--- config.mk ---
export PLATFORM = sky130hd
export DESIGN_NAME = rom_stream_reader_flat
export DESIGN_NICKNAME = d
export VERILOG_FILES = /design/src/rtl/rom_stream_reader_if.sv /design/src/rtl/rom_stream_reader.sv /design/src/flat_wrapper.sv
export SDC_FILE = /design/constraint.sdc
export NUM_CORES = 1
export LEC_CHECK = 0
export ABC_AREA = 1
export CORE_MARGIN = 10
export CORE_UTILIZATION = 33
export DETAILED_ROUTE_END_ITERATION = 7
export PLACE_DENSITY = 0.63
export SLEW_MARGIN = 20
export SYNTH_ARGS = -nofsm -noshare
export SYNTH_HDL_FRONTEND = slang
export SYNTH_SLANG_ARGS = --single-unit
export TNS_END_PERCENT = 5
--- constraint.sdc ---
create_clock -name Clock -period 2.3 [get_ports Clock]
set_input_delay 0.69 -clock Clock [delete_from_list [all_inputs] [get_ports Clock]]
set_output_delay 0.69 -clock Clock [all_outputs]
set_load 0.01 [all_outputs]
--- src/rtl/rom_stream_reader_if.sv ---
// rom_stream_reader_if
//   Bundles the two buses of the ROM stream reader:
//     - ROM read side: RomReadEnable_o, RomAddress_o (reader -> ROM),
//       RomData_i (ROM -> reader).
//     - Stream side: Data_o, Valid_o, Last_o (reader -> consumer),
//       Ready_i (consumer -> reader).
//   Stream handshake: a word transfers on a rising edge where Valid_o and
//   Ready_i are both 1. While Valid_o=1 and Ready_i=0, Data_o, Valid_o and
//   Last_o hold. Valid_o never waits on Ready_i. Last_o is meaningful only
//   with Valid_o.
//   Modports: master = the reader, slave = the ROM plus the consumer.
interface rom_stream_reader_if #(
  parameter int ADDRESS_WIDTH = 4,
  parameter int DATA_WIDTH    = 8
);
  logic                     RomReadEnable_o;
  logic [ADDRESS_WIDTH-1:0] RomAddress_o;
  logic [DATA_WIDTH-1:0]    RomData_i;
  logic [DATA_WIDTH-1:0]    Data_o;
  logic                     Valid_o;
  logic                     Ready_i;
  logic                     Last_o;

  modport master (
    output RomReadEnable_o, RomAddress_o, Data_o, Valid_o, Last_o,
    input  RomData_i, Ready_i
  );

  modport slave (
    input  RomReadEnable_o, RomAddress_o, Data_o, Valid_o, Last_o,
    output RomData_i, Ready_i
  );
endinterface

--- src/rtl/rom_stream_reader.sv ---
// rom_stream_reader
//   Reads a burst of consecutive words from a synchronous ROM and streams
//   them out on a valid/ready interface, flagging the final word with Last_o.
//   ROM contract: the ROM samples enable/address at edge N and presents the
//   data at edge N; this block captures the word at edge N+1.
// Ports:
//   Clock, Reset            : rising-edge clock, synchronous active-high reset
//   Start_i                 : 1-cycle burst request, honoured only in IDLE
//   StartAddress_i          : first ROM address of the burst
//   Length_i                : words in burst (1..2^ADDRESS_WIDTH), 0 = no-op
//   Busy_o                  : burst in progress
//   Done_o                  : 1-cycle pulse after the final word transfers
//   State_o                 : FSM state (0 IDLE, 1 RUN, 2 DONE) for debug
//   bus                     : ROM read bus and output stream (master side)
module rom_stream_reader #(
  parameter int ADDRESS_WIDTH = 4,
  parameter int DATA_WIDTH    = 8
) (
  input  logic                     Clock,
  input  logic                     Reset,
  input  logic                     Start_i,
  input  logic [ADDRESS_WIDTH-1:0] StartAddress_i,
  input  logic [ADDRESS_WIDTH:0]   Length_i,
  output logic                     Busy_o,
  output logic                     Done_o,
  output logic [1:0]               State_o,
  rom_stream_reader_if.master      bus
);

  typedef enum logic [1:0] {
    ST_IDLE = 2'd0,
    ST_RUN  = 2'd1,
    ST_DONE = 2'd2
  } state_t;

  state_t                   state;
  logic                     rd_en_q;
  logic [ADDRESS_WIDTH-1:0] addr_q;
  logic [ADDRESS_WIDTH-1:0] next_addr;
  logic [ADDRESS_WIDTH:0]   issue_left;
  logic [ADDRESS_WIDTH:0]   words_left;
  // Set the cycle after a read strobe: the ROM word is on RomData_i now and
  // is written into the buffer at the coming edge.
  logic                     capture_pending;

  logic [DATA_WIDTH-1:0]    fifo [4];
  logic [1:0]               wr_ptr;
  logic [1:0]               rd_ptr;
  logic [2:0]               occupancy;

  logic                     start_ok;
  logic                     push;
  logic                     pop;
  logic [2:0]               in_flight;
  logic                     can_issue;

  assign start_ok = (state == ST_IDLE) && Start_i && (Length_i != '0);
  assign push     = capture_pending;
  assign pop      = bus.Valid_o && bus.Ready_i;

  // Every word already buffered or still on its way from the ROM holds a
  // buffer slot. A pop this cycle frees one slot at the same edge, which
  // keeps one word per clock flowing with an always-ready consumer.
  assign in_flight = occupancy + {2'b00, rd_en_q} + {2'b00, capture_pending};
  assign can_issue = (state == ST_RUN) && (issue_left != '0) &&
                     ({1'b0, in_flight} < (4'd4 + {3'b000, pop}));

  always_ff @(posedge Clock) begin
    if (Reset) begin
      state           <= ST_IDLE;
      Busy_o          <= 1'b0;
      Done_o          <= 1'b0;
      rd_en_q         <= 1'b0;
      addr_q          <= '0;
      next_addr       <= '0;
      issue_left      <= '0;
      words_left      <= '0;
      capture_pending <= 1'b0;
      wr_ptr          <= '0;
      rd_ptr          <= '0;
      occupancy       <= '0;
      for (int i = 0; i < 4; i++) fifo[i] <= '0;
    end else begin
      // Read issue: the first read goes out on the start edge itself.
      if (start_ok) begin
        rd_en_q    <= 1'b1;
        addr_q     <= StartAddress_i;
        next_addr  <= StartAddress_i + 1'b1;
        issue_left <= Length_i - 1'b1;
      end else if (can_issue) begin
        rd_en_q    <= 1'b1;
        addr_q     <= next_addr;
        next_addr  <= next_addr + 1'b1;
        issue_left <= issue_left - 1'b1;
      end else begin
        rd_en_q    <= 1'b0;
      end

      capture_pending <= rd_en_q;

      if (push) begin
        fifo[wr_ptr] <= bus.RomData_i;
        wr_ptr       <= wr_ptr + 1'b1;
      end
      if (pop) rd_ptr <= rd_ptr + 1'b1;
      occupancy <= occupancy + {2'b00, push} - {2'b00, pop};

      // Words not yet handed to the consumer; the head is the final word
      // when exactly one remains.
      if (start_ok) words_left <= Length_i;
      else if (pop) words_left <= words_left - 1'b1;

      case (state)
        ST_IDLE: begin
          if (start_ok) begin
            state  <= ST_RUN;
            Busy_o <= 1'b1;
          end
        end
        ST_RUN: begin
          if (pop && bus.Last_o) begin
            state  <= ST_DONE;
            Busy_o <= 1'b0;
            Done_o <= 1'b1;
          end
        end
        ST_DONE: begin
          state  <= ST_IDLE;
          Done_o <= 1'b0;
        end
        default: begin
          state  <= ST_IDLE;
          Busy_o <= 1'b0;
          Done_o <= 1'b0;
        end
      endcase
    end
  end

  assign bus.RomReadEnable_o = rd_en_q;
  assign bus.RomAddress_o    = addr_q;
  assign bus.Data_o          = fifo[rd_ptr];
  assign bus.Valid_o         = (occupancy != '0);
  assign bus.Last_o          = bus.Valid_o &&
                               (words_left == (ADDRESS_WIDTH + 1)'(1));
  assign State_o             = state;

endmodule

--- src/flat_wrapper.sv ---
// flat-port wrapper written by rule: the top's interface ports become plain ports
module rom_stream_reader_flat 
#(
  parameter int ADDRESS_WIDTH = 4,
  parameter int DATA_WIDTH    = 8
)
  (Clock, Reset, Start_i, StartAddress_i, Length_i, Busy_o, Done_o, State_o, bus_RomReadEnable_o, bus_RomAddress_o, bus_Data_o, bus_Valid_o, bus_Last_o, bus_RomData_i, bus_Ready_i);
  rom_stream_reader_if #(.ADDRESS_WIDTH(ADDRESS_WIDTH), .DATA_WIDTH(DATA_WIDTH)) bus_i ();
  input  logic Clock;
  input  logic Reset;
  input  logic Start_i;
  input  logic [ADDRESS_WIDTH-1:0] StartAddress_i;
  input  logic [ADDRESS_WIDTH:0] Length_i;
  output logic Busy_o;
  output logic Done_o;
  output logic [1:0] State_o;
  output wire logic [$bits(bus_i.RomReadEnable_o)-1:0] bus_RomReadEnable_o;
  output wire logic [$bits(bus_i.RomAddress_o)-1:0] bus_RomAddress_o;
  output wire logic [$bits(bus_i.Data_o)-1:0] bus_Data_o;
  output wire logic [$bits(bus_i.Valid_o)-1:0] bus_Valid_o;
  output wire logic [$bits(bus_i.Last_o)-1:0] bus_Last_o;
  input wire logic [$bits(bus_i.RomData_i)-1:0] bus_RomData_i;
  input wire logic [$bits(bus_i.Ready_i)-1:0] bus_Ready_i;
  assign bus_RomReadEnable_o = bus_i.RomReadEnable_o;
  assign bus_RomAddress_o = bus_i.RomAddress_o;
  assign bus_Data_o = bus_i.Data_o;
  assign bus_Valid_o = bus_i.Valid_o;
  assign bus_Last_o = bus_i.Last_o;
  assign bus_i.RomData_i = bus_RomData_i;
  assign bus_i.Ready_i = bus_Ready_i;
  rom_stream_reader #(.ADDRESS_WIDTH(ADDRESS_WIDTH), .DATA_WIDTH(DATA_WIDTH)) u_core (.Clock(Clock), .Reset(Reset), .Start_i(Start_i), .StartAddress_i(StartAddress_i), .Length_i(Length_i), .Busy_o(Busy_o), .Done_o(Done_o), .State_o(State_o), .bus(bus_i));
endmodule
==> Flow_metrics.wiki <==
{| class="wikitable"
! Metric !! Value
|-
| Clock tree skew after final layout || 0.007259 ns
|-
| Initial standard-cell utilization of the core || 33.42%
|-
| Worst-margin pin slew || 0.3299 ns
|-
| Post-DP HPWL || 5473 um
|-
| Number of buffers inserted by hold repair at cts || 0
|-
| Crit-path max cell delay || 0.37 ns
|-
| Post-route minimum period || 2.207 ns
|-
| Area Growth Syn to Fin || 32.11%
|-
| Cell-by-cell trace of the critical path || buf_4 -> o21ai_0 -> o22ai_1 -> dlygate4sd2_1
|-
| Maxcap violations || 0
|-
| Seq/Total Area, Yosys || 53.01%
|-
| Number of port buffers || 39
|-
| Number of routed nets with antenna violations || 0
|-
| Number of levels the H-tree was split into || 3
|-
| Clock slew seen by the registers of the worst setup and hold paths || 0.07 ns
|-
| Final standard cell utilization of the core || 44.16%
|-
| Overall routing resource usage || 11.90%
|-
| Number of placement rows || 35
|-
| Cell area after synthesis || 0.003059 mm^2
|-
| Count of state elements after synthesis || 65
|-
| Gate family responsible for the most delay along the worst path || buffers and inverters
|-
| Number of buffers on the longest clock path || 2
|-
| Post-synth top flop || sky130_fd_sc_hd__dfxtp_1
|-
| RSZ-0062 raised after global routing || true
|-
| Total CTS buffers || 9
|-
| Post-Route M1 WL || 3262 um
|-
| Maximum frequency from static timing analysis || 0.4531 GHz
|-
| Crit Path Category || reg2out
|-
| Worst rel slew slack || 77.78%
|-
| Antenna violations before repair || 0
|-
| Layout cell share with drive strength beyond 1 || 13.90%
|-
| Post-synthesis cell count || 364
|-
| Final hold vios || 0
|-
| Count of inserted antenna diode cells || 0
|-
| Startpoint type of the worst setup path || register
|-
| Wire length on met2 || 3340 um
|-
| Die height || 116.3 um
|-
| Final setup vio count || 0
|-
| Number of max-slew violations in the final report || 0
|-
| Layout Cells excl Fill || 557
|-
| Number of primary I/O pins || 40
|-
| Peak supply drop || 0.3987 mV
|-
| Type of destination of the critical path || output port
|-
| Placeable core area || 0.009153 mm^2
|-
| Min-delay worst type || reg2reg
|-
| Die footprint || 0.01352 mm^2
|-
| Number of cells in the design after placement || 541
|-
| Aggregate routed wire length || 7314 um
|-
| Master of the slowest instance on the critical path || sky130_fd_sc_hd__dfxtp_1
|-
| Largest net degree at the start of global routing || 21
|-
| Final weighted congestion in routability-driven placement || 0.8463
|-
| DR WL met3 || 548 um
|-
| Leakage power figure || 0.001780 uW
|-
| Fin nets || 470
|-
| DR WL/cell || 13.13 um
|-
| Worst-Skew Late Latency || 0.35 ns
|-
| Syn Area/Cell || 8.404 um^2
|-
| DR vias/cell || 4.709
|-
| Library cells used by synthesis || 27
|-
| Highest signal layer in the routed design || met4
|-
| 1st-pass router iterations || 4
|-
| Number of buffers added for setup after CTS || 0
|-
| Synthesis Warnings || 0
|-
| Async S/R FF share, synth || 0%
|-
| Crit path buffers/inverters || 2
|-
| Global-route wire length before repair || 12700 um
|-
| Leftover overflow at the end of global routing || 0
|-
| Clock tree from TritonCTS || yes
|-
| CTS Sinks || 65
|-
| Power Dens Cells || 929.7 mW/mm^2
|-
| Iteration-0 DRC Markers || 146
|-
| Via count of the first global-routing pass || 2770
|-
| Die Width || 116.3 um
|-
| Total DRC errors in the routed layout || 0
|-
| Max FO, Critical Path || 11
|-
| Final worst-path cycle share || 95.95%
|-
| Status || completed
|-
| Filler cell count || 906
|-
| Count of vias placed by the detailed router || 2623
|-
| EDFF count, synth || 32
|-
| Net count after synthesis || 393
|-
| Crit path required time || 1.61 ns
|-
| Critical Path AT || 1.52 ns
|-
| Root buffer cell || sky130_fd_sc_hd__clkbuf_8
|}
## placed cells by master (no fill, tap or decap)
master and instances:
sky130_fd_sc_hd__a21oi_1 14, sky130_fd_sc_hd__a31o_2 1, sky130_fd_sc_hd__a31oi_1 1, sky130_fd_sc_hd__buf_12 2
sky130_fd_sc_hd__buf_4 32, sky130_fd_sc_hd__bufinv_16 2, sky130_fd_sc_hd__clkbuf_2 1, sky130_fd_sc_hd__clkbuf_8 9
sky130_fd_sc_hd__clkdlybuf4s50_1 30, sky130_fd_sc_hd__clkinv_1 1, sky130_fd_sc_hd__clkinv_2 2, sky130_fd_sc_hd__clkinv_4 2
sky130_fd_sc_hd__clkinvlp_4 1, sky130_fd_sc_hd__dfxtp_1 32, sky130_fd_sc_hd__dfxtp_2 1, sky130_fd_sc_hd__dlygate4sd2_1 8
sky130_fd_sc_hd__edfxtp_1 32, sky130_fd_sc_hd__fa_1 2, sky130_fd_sc_hd__ha_1 6, sky130_fd_sc_hd__inv_1 55
sky130_fd_sc_hd__inv_2 3, sky130_fd_sc_hd__nand2_1 49, sky130_fd_sc_hd__nand2_4 4, sky130_fd_sc_hd__nand3_1 22
sky130_fd_sc_hd__nand3b_1 1, sky130_fd_sc_hd__nand4_1 1, sky130_fd_sc_hd__nor2_1 72, sky130_fd_sc_hd__nor2_4 1
sky130_fd_sc_hd__nor3_1 1, sky130_fd_sc_hd__nor3b_4 1, sky130_fd_sc_hd__o21ai_0 38, sky130_fd_sc_hd__o21ai_1 3
sky130_fd_sc_hd__o221ai_1 1, sky130_fd_sc_hd__o22ai_1 8, sky130_fd_sc_hd__xor2_1 7
## registers in the layout, summed over array words and instances, names as in the netlist, named ones only
name                        flops
u_core.rd_ptr                   2
u_core.bus.RomReadEnable_o      1
u_core.issue_left               5
u_core.bus.RomAddress_o         4
u_core.wr_ptr                   2
u_core.Busy_o                   1
u_core.words_left               5
u_core.Done_o                   1
u_core.fifo                    32
u_core.State_o                  2
u_core.next_addr                4
u_core.occupancy                3
u_core.capture_pending          1
## tightest hold or removal path: cells and delay by family, from the launching register on
family          cells  cell delay (ns)
flops               1             0.30
compound gates      1             0.07
buf+inv             1             0.05
## synth_stat cells (all sizes together) (2+ instances only)
cell / n / area share, %
nand3: 22 / 3.6
o22ai: 8 / 1.6
xor2: 7 / 2.0
fa: 2 / 1.3
dfxtp: 33 / 22
a21oi: 14 / 2.3
clkbuf: 5 / 0.61
inv: 58 / 7.1
edfxtp: 32 / 31
nor2: 73 / 9.2
o21ai: 41 / 6.7
ha: 6 / 2.5
nand2: 53 / 7.3
buf: 2 / 0.61
## per-layer routing
metal | GRT usage, % | vias up
li1 | - | 1331
met1 | 13.35 | 1205
met2 | 19.91 | 74
met3 | 4.468 | 13
met4 | 4.921 | 0
met5 | 0 | -
## report_power, final
group | internal [uW] | switching [uW]
combinational | 554 | 664
sequential | 1370 | 105
clock | 609 | 459
## final timing paths
path	start	endpoint	slack, ns	depth (start not counted)
max	register	bus_Data_o[1]	0.09	4
min	u_core.rd_ptr[1]	register	0.46	2
max reg2reg	u_core.bus.RomReadEnable_o	u_core.next_addr[3]	0.23	13
min reg2reg	u_core.rd_ptr[1]	register	0.46	2
## cells by family (layout without fill, tap and decap cells)
group | Yosys count | count (layout) | share of synthesized area, %
flip-flops | 65 | 65 | 53.01
XOR/XNOR | 7 | 7 | 2.004
AND/OR/NAND/NOR | 152 | 152 | 21.35
buffers and inverters | 66 | 148 | 8.466
AO/OA/AOI/OAI | 66 | 66 | 11.41
adder cells (fa/ha/maj) | 8 | 8 | 3.763
## metrics by stage
step / setup WS, ns / hold WS, ns / total power, uW / TNS, ns / cell area (um^2)
3_3_place_gp: -0.1284 / 0.4508 / 2730 / -0.2878 / 3831
3_5_place_dp: -0.1879 / 0.4547 / 2753 / -0.5125 / 3831
6_report: 0.09316 / 0.4588 / 3757 / 0 / 4041
4_1_cts: 0.08588 / 0.4607 / 3791 / 0 / 4040
2_1_floorplan: 0.1902 / 0.4363 / 2187 / 0 / 3059
5_1_grt: -0.007305 / 0.4897 / 4028 / -0.01463 / 4041
## what timing repair did
| item | 4_1_cts | 5_1_grt |
|---|---|---|
| hold endpoints to repair | 0 | 0 |
| endpoints found under the setup margin | 9 | 10 |
| gates resized for setup | 11 | 7 |
## layout make-up
type	instances	area, um^2	share of cell area (%)
Clock buffer	9	123.9	3.065
Inverter	59	221.5	5.480
Sequential cell	65	1623	40.15
Tap cell	111	138.9	3.437
Clock inverter	7	95.09	2.353
Timing Repair Buffer	73	655.6	16.22
Multi-Input combinational cell	233	1184	29.29
Power figures use the tool's default switching activity.
